`config.mk`:
```
export PLATFORM = sky130hd
export DESIGN_NAME = pos_vec_builder
export DESIGN_NICKNAME = d
export VERILOG_FILES = /design/src/rtl/pos_vec_builder.sv
export SDC_FILE = /design/constraint.sdc
export NUM_CORES = 1
export LEC_CHECK = 0
export CORE_MARGIN = 5
export CORE_UTILIZATION = 25
export CTS_CLUSTER_DIAMETER = 80
export DETAILED_ROUTE_END_ITERATION = 12
export MAX_ROUTING_LAYER = met4
export PLACE_DENSITY = 0.58
export SLEW_MARGIN = 40
export SYNTH_ARGS = -nofsm -noshare
export SYNTH_HDL_FRONTEND = slang
export SYNTH_SLANG_ARGS = --single-unit
export TNS_END_PERCENT = 30
```
`constraint.sdc`:
```
create_clock -name clk_i -period 1.8 [get_ports clk_i]
set_input_delay 0.18 -clock clk_i [delete_from_list [all_inputs] [get_ports clk_i]]
set_output_delay 0.18 -clock clk_i [all_outputs]
set_load 0.03 [all_outputs]
```
`src/rtl/pos_vec_builder.sv`:
```
// Position-stream to bitmap builder: sets addressed bits per accepted beat,
// hands the finished vector, popcount and flags out on a valid/ready port.
module pos_vec_builder #(
   parameter int DW    = 8,
   parameter int POS_W = (DW == 1) ? 1 : $clog2(DW)
) (
   input  logic             clk_i,
   input  logic             rst_i,
   input  logic             pos_valid_i,
   input  logic [POS_W-1:0] pos_i,
   input  logic             pos_last_i,
   output logic             pos_ready_o,
   output logic             vec_valid_o,
   output logic [DW-1:0]    vec_o,
   output logic [POS_W:0]   vec_cnt_o,
   output logic             vec_dup_o,
   output logic             vec_err_o,
   input  logic             vec_ready_i
);

   typedef enum logic {ACCUM, HOLD} state_t;

   state_t           state, state_nxt;
   logic [DW-1:0]    acc, acc_nxt;
   logic [POS_W:0]   cnt, cnt_nxt;
   logic             dup, dup_nxt;
   logic             err, err_nxt;
   logic [DW-1:0]    onehot;
   logic             in_rng;
   logic             hit;
   logic             accept;

   always_ff @(posedge clk_i) begin
      if (rst_i) begin
         state <= ACCUM;
         acc   <= '0;
         cnt   <= '0;
         dup   <= 1'b0;
         err   <= 1'b0;
      end else begin
         state <= state_nxt;
         acc   <= acc_nxt;
         cnt   <= cnt_nxt;
         dup   <= dup_nxt;
         err   <= err_nxt;
      end
   end

   always_comb begin
      state_nxt   = state;
      acc_nxt     = acc;
      cnt_nxt     = cnt;
      dup_nxt     = dup;
      err_nxt     = err;
      pos_ready_o = (state == ACCUM) && !rst_i;
      vec_valid_o = (state == HOLD);
      accept      = pos_valid_i && pos_ready_o;

      // Out-of-range positions decode to an all-zero mask.
      onehot = '0;
      for (int i = 0; i < DW; i++) begin
         onehot[i] = (int'(pos_i) == i);
      end
      in_rng = |onehot;
      hit    = |(acc & onehot);

      unique case (state)
         ACCUM: begin
            if (accept) begin
               if (!in_rng) begin
                  err_nxt = 1'b1;
               end else if (hit) begin
                  dup_nxt = 1'b1;
               end else begin
                  acc_nxt = acc | onehot;
                  cnt_nxt = cnt + (POS_W+1)'(1);
               end
               if (pos_last_i) state_nxt = HOLD;
            end
         end
         HOLD: begin
            if (vec_ready_i) begin
               state_nxt = ACCUM;
               acc_nxt   = '0;
               cnt_nxt   = '0;
               dup_nxt   = 1'b0;
               err_nxt   = 1'b0;
            end
         end
      endcase
   end

   assign vec_o     = acc;
   assign vec_cnt_o = cnt;
   assign vec_dup_o = dup;
   assign vec_err_o = err;

endmodule
```
=== Word level (Yosys, flattened, before mapping) ===
Index checks and enable logic that the tools add are counted.

* Input bits: 8
* Output and inout bits: 16
* Logic and storage cells: 53
* Register bits after elaboration: 15

* Reductions and logical operators: 9
* $add $sub $neg: 1
* Eq/ne operators: 13
* Bitwise logic cells: 3
* Mux-type cells: 22

{| class="wikitable"
|+ Operators with widths
! operator !! count
|-
| $mux W8 || 4
|-
| $mux W4 || 4
|-
| $pmux W8 S2 || 1
|-
| $reduce_or A8 Y1 || 2
|-
| $eq A3 B3 Y1 const B || 4
|-
| $ne A2 B2 Y1 const B || 6
|-
| $mux W1 || 9
|-
| $and A8 B8 Y8 || 1
|-
| $or A8 B8 Y8 || 1
|-
| $pmux W4 S2 || 1
|-
| $reduce_and A4 Y1 || 2
|-
| $eq A3 B2 Y1 const B || 2
|-
| $pmux W1 S2 || 3
|-
| $add A4 B1 Y4 const B || 1
|-
| $eq A3 B1 Y1 const B || 1
|-
| $logic_not A3 Y1 || 1
|-
| $reduce_and A3 Y1 || 1
|-
| $logic_and A1 B1 Y1 || 2
|-
| $logic_not A1 Y1 || 1
|-
| $not A1 Y1 || 1
|}

=== Longest topological paths before layout ===
* Depth in word-level cells: 7
* Mapped depth: 6

=== Worst setup path before layout ===
OpenSTA, ideal clock, no wires.

* Path type: register -> register
* Start: register acc[7] (netlist: vec_o[7])
* End: register cnt[0] (netlist: vec_cnt_o[0])
* Period minus slack after synthesis: 1.733 ns
* Arrival: 1.659 ns
* Path slack: 0.067 ns
* Library setup time: 0.074 ns
* Cell stages (with the launch flop): 6
* Cells stage by stage: dfxtp_1 > mux2i_1 > mux4_2 > buf_6 > a211o_1 > a31oi_1

* Word-level cells in the longest chain between the ends: 4

{| class="wikitable"
|+ RTL lines
! item !! line !! source
|-
| from (decl) || 24 || <nowiki>logic [DW-1:0] acc, acc_nxt;</nowiki>
|-
| from (signal assigned) || 42 || <nowiki>acc <= acc_nxt;</nowiki>
|-
| $and A8 B8 Y8 || 65 || <nowiki>hit = |(acc & onehot);</nowiki>
|-
| $reduce_or A8 Y1 || 65 ||
|-
| $ne A2 B2 Y1 (no source line) || n/a ||
|-
| $reduce_and A4 Y1 (no source line) || n/a ||
|-
| to (signal assigned) || 43 || <nowiki>cnt <= cnt_nxt;</nowiki>
|-
| to (decl) || 25 || <nowiki>logic [POS_W:0] cnt, cnt_nxt;</nowiki>
|}

Every way passes these cells.
A chain may end at the register's enable or synchronous reset.

=== Worst setup path after layout ===
* Start: register cnt[0] (netlist: vec_cnt_o[0])
* End: output vec_cnt_o[0]

{| class="wikitable"
|+ RTL lines
! item !! line !! source
|-
| to (decl) || 15 || <nowiki>output logic [POS_W:0] vec_cnt_o,</nowiki>
|}

No word-level cell between the ends.

==> impl_results.md <==
* Skew-Pair Late Insertion Delay at 280 ps
* Die width at roughly 63 µm
* Upper clock frequency limit at 0.635 GHz
* Initial antenna violation count at 0
* Final Hold Vio Count at 0
* Met2 GRT Util at between 10% and 20%
* Remaining antenna violation count at 0
* Hold worst-path end: vec_o[1]$_SDFFE_PP0P_
* # IOs at 24
* Leak pwr at 0.416 nW
* CP Class: flip-flop to primary output
* Endpoints failing setup at 0
* Post-synth EDFFs at 0
* Row Count at 19
* Top Usage Layer GRT: met2
* Initial core utilization at 26.1%
* Largest net degree at the start of global routing at 13
* Core area at between 2000 and 3000 µm²
* CP Launch Type: flip-flop
* Post-synthesis sequential area ratio at 42.1%
* Peak supply drop at between 0.0004 and 0.0005 V
* Root buffer cell: clkbuf_4
* Clock tree buffer depth at 2
* Dpl cells at 140
* Area grow syn2layout at 47.0%
* Num CTS Buffers at 3
* RSZ-0062 raised after global routing: no
* Tot Pwr at 0.000698 W
* Ant. Diodes at 0
* R2r startpoint: vec_o[5]$_SDFFE_PP0P_
* CP Depth at 1
* Minimum clock period after layout at approximately 1600 ps
* Tot GR Track Use at between 10% and 20%
* Top cells by area, synth: dfxtp_1 (42%), nand2_1 (7.4%), mux2i_1 (5.6%)
* Crit Path Max Fanout at 5
* Primary FF master, synth: dfxtp_1
* Final worst path period share at 87.4%
* Clock Skew at 5.61 ps
* Die Y at 63.4 µm
* Syn. warnings at 0
* FF-to-FF path depth at 4
* Syn Nets at 89
* Port bufs at 23
* Outcome: complete, no violations
* Yosys top cell area share at 42.1%
* Syn avg cell area at 8.91 µm²
* DRT Pass-1 Iters at 2
* CP Capture Type: primary output
* GR Layer Usage met1 at between 10% and 20%
* Critical Path AT at 1390 ps
* Syn Std Cell Area at between 700 and 800 µm²
* Sink Count at 15
* CP cell instances: clkdlybuf4s50_1
* Cells after Synth at 80
* WP buf/inv at 1
* CTS Hold Bufs at 0
* Yosys top cell by area: dfxtp_1
* # DRC at 0
* Async SR Flop Fraction at 0%
* Hold Startpoint: pos_i[0]
* Vias at between 700 and 800
* Final Non-Filler Cells at approximately 140
* Reg-to-reg endpoint: vec_cnt_o[2]$_SDFFE_PP0P_
* DIE AREA at 4020 µm²
* Share of layout cells above drive strength 1 at 15.0%
* Crit-path leading delay family: buffers and inverters
* DR vias/cell at 4.90
* Hold slack final at roughly 460 ps
* Clk slew on worst S/H paths at ~90 ps
* H-Tree Depth at 1
* Final wirelength at 1.84 mm
* Placer congestion estimate at 0.834
* Slowest library cell on the worst path: clkdlybuf4s50_1
* Yosys cell types at 28
* Delay of the slowest critical-path stage at about 700 ps
* Worst relative slew slack at 75.8%
* Global-route wire length before repair at 3.15 mm
* Routed len/inst at ~13 µm
* Hold WC Path Type: input pin to flip-flop
* Met3 usage at 4.26%
* DR iter-0 viols at 4
* Final HPWL DP at 1.42 mm
* Final max-slew violation count at 0
* Max-cap check violation count at 0
* Vias in the first global route at 715
* Worst reg2reg setup slack at 230 ps
* Slew @ Worst Pin at about 360 ps
* CTS tree: done
* WHS Path Cells at 4
* # nets final at ~120
* Pwr per Cell Area at between 600 and 700 nW/µm²
* Grt total ovfl at 0
* Register bit total from synthesis at 15
* Req. time, crit path at roughly 1600 ps
cell families after synthesis:
logic type	synth area share (%)
AO/OA/AOI/OAI	19.1
adder cells (fa/ha/maj)	1.75
buffers and inverters	6.84
flip-flops	42.1
multiplexers	8.77
AND/OR/NAND/NOR	21.4
synth_stat cells, types with 3 or more instances:
library cell and n:
dfxtp_1 15, nor2b_1 3, o21ai_0 6, nand2_1 14, nand3_1 3, nand2b_1 3, mux2i_1 4, buf_6 3
inv_1 3, a21oi_1 4
cell type report:
cell class / instances / area [µm²]
Fill cell: 287 / 1690
Clock buffer: 4 / 26.3
Timing Repair Buffer: 33 / 308
Multi-Input combinational cell: 58 / 364
Tap cell: 31 / 38.8
Sequential cell: 15 / 300
Inverter: 3 / 11.3
cells in the final DEF, fill, tap and decap left out:
cell type        Yosys  routed
a211o_1              1       1
a211o_2              1       1
a21oi_1              4       4
a22oi_1              1       1
a31oi_1              2       2
and2_1               1       1
and3_1               1       1
buf_4                0      11
clkbuf_1             1       1
clkbuf_4             0       3
clkdlybuf4s50_1      0      20
dfxtp_1             15      15
dlymetal6s2s_1       0       2
ha_1                 1       1
inv_1                3       3
mux2i_1              4       4
mux4_2               1       1
nand2_1             14      14
nand2b_1             3       3
nand3_1              3       3
nand4_1              1       1
nor2_1               2       2
nor2b_1              3       3
nor3_1               1       1
nor3b_1              1       1
o2111ai_1            2       2
o211ai_1             1       1
o21a_1               1       1
o21ai_0              6       6
o31ai_1              2       2
or3b_2               1       1
sequential cells by signal, indices dropped and copies added (netlist names):
| name | flops |
|---|---|
| vec_cnt_o | 4 |
| vec_o | 8 |
| vec_dup_o | 1 |
| vec_err_o | 1 |
| vec_valid_o | 1 |
what timing repair did:
action | in CTS | in global routing
buffers inserted | 0 | 0
resized for setup | 0 | 2
endpoints found under the hold margin | 0 | 0
endpoints found under the setup margin | 0 | 11
routing by layer:
metal	routed length, µm	up-vias
li1	-	353
met1	854	327
met2	847	19
met3	103	6
met4	38	0
met5	0	-
report_power, final:
group          internal, W  leakage [nW]  total, W  switching, W
Combinational    0.0000690         0.279  0.000144     0.0000753
Sequential        0.000344         0.122  0.000358     0.0000144
Clock            0.0000861        0.0150  0.000195      0.000109
Total             0.000499         0.416  0.000698      0.000199
worst max-delay path by stage:
stage,to,slack [ps],startpoint
floorplan,vec_cnt_o[0]$_SDFFE_PP0P_,70,vec_o[7]$_SDFFE_PP0P_
global placement,vec_cnt_o[2]$_SDFFE_PP0P_,-220,pos_i[0]
detailed placement,vec_o[2]$_SDFFE_PP0P_,-270,pos_i[0]
CTS,vec_valid_o,30,vec_valid_o$_SDFF_PP0_
global route,vec_cnt_o[0],120,vec_cnt_o[0]$_SDFFE_PP0P_
finish,vec_cnt_o[0],230,vec_cnt_o[0]$_SDFFE_PP0P_
metrics by stage:
step                worst slack [ps]  utilization, %  instance area [µm²]  TNS (ps)
floorplan                       67.0               -                  713         0
finish                           226            38.4                 1050         0
global placement                -223            37.2                 1020     -2440
CTS                             31.2            38.2                 1040         0
global route                     116            38.4                 1050         0
detailed placement              -268            37.2                 1020     -3020
No activity file was read; power rests on OpenSTA's default activity.
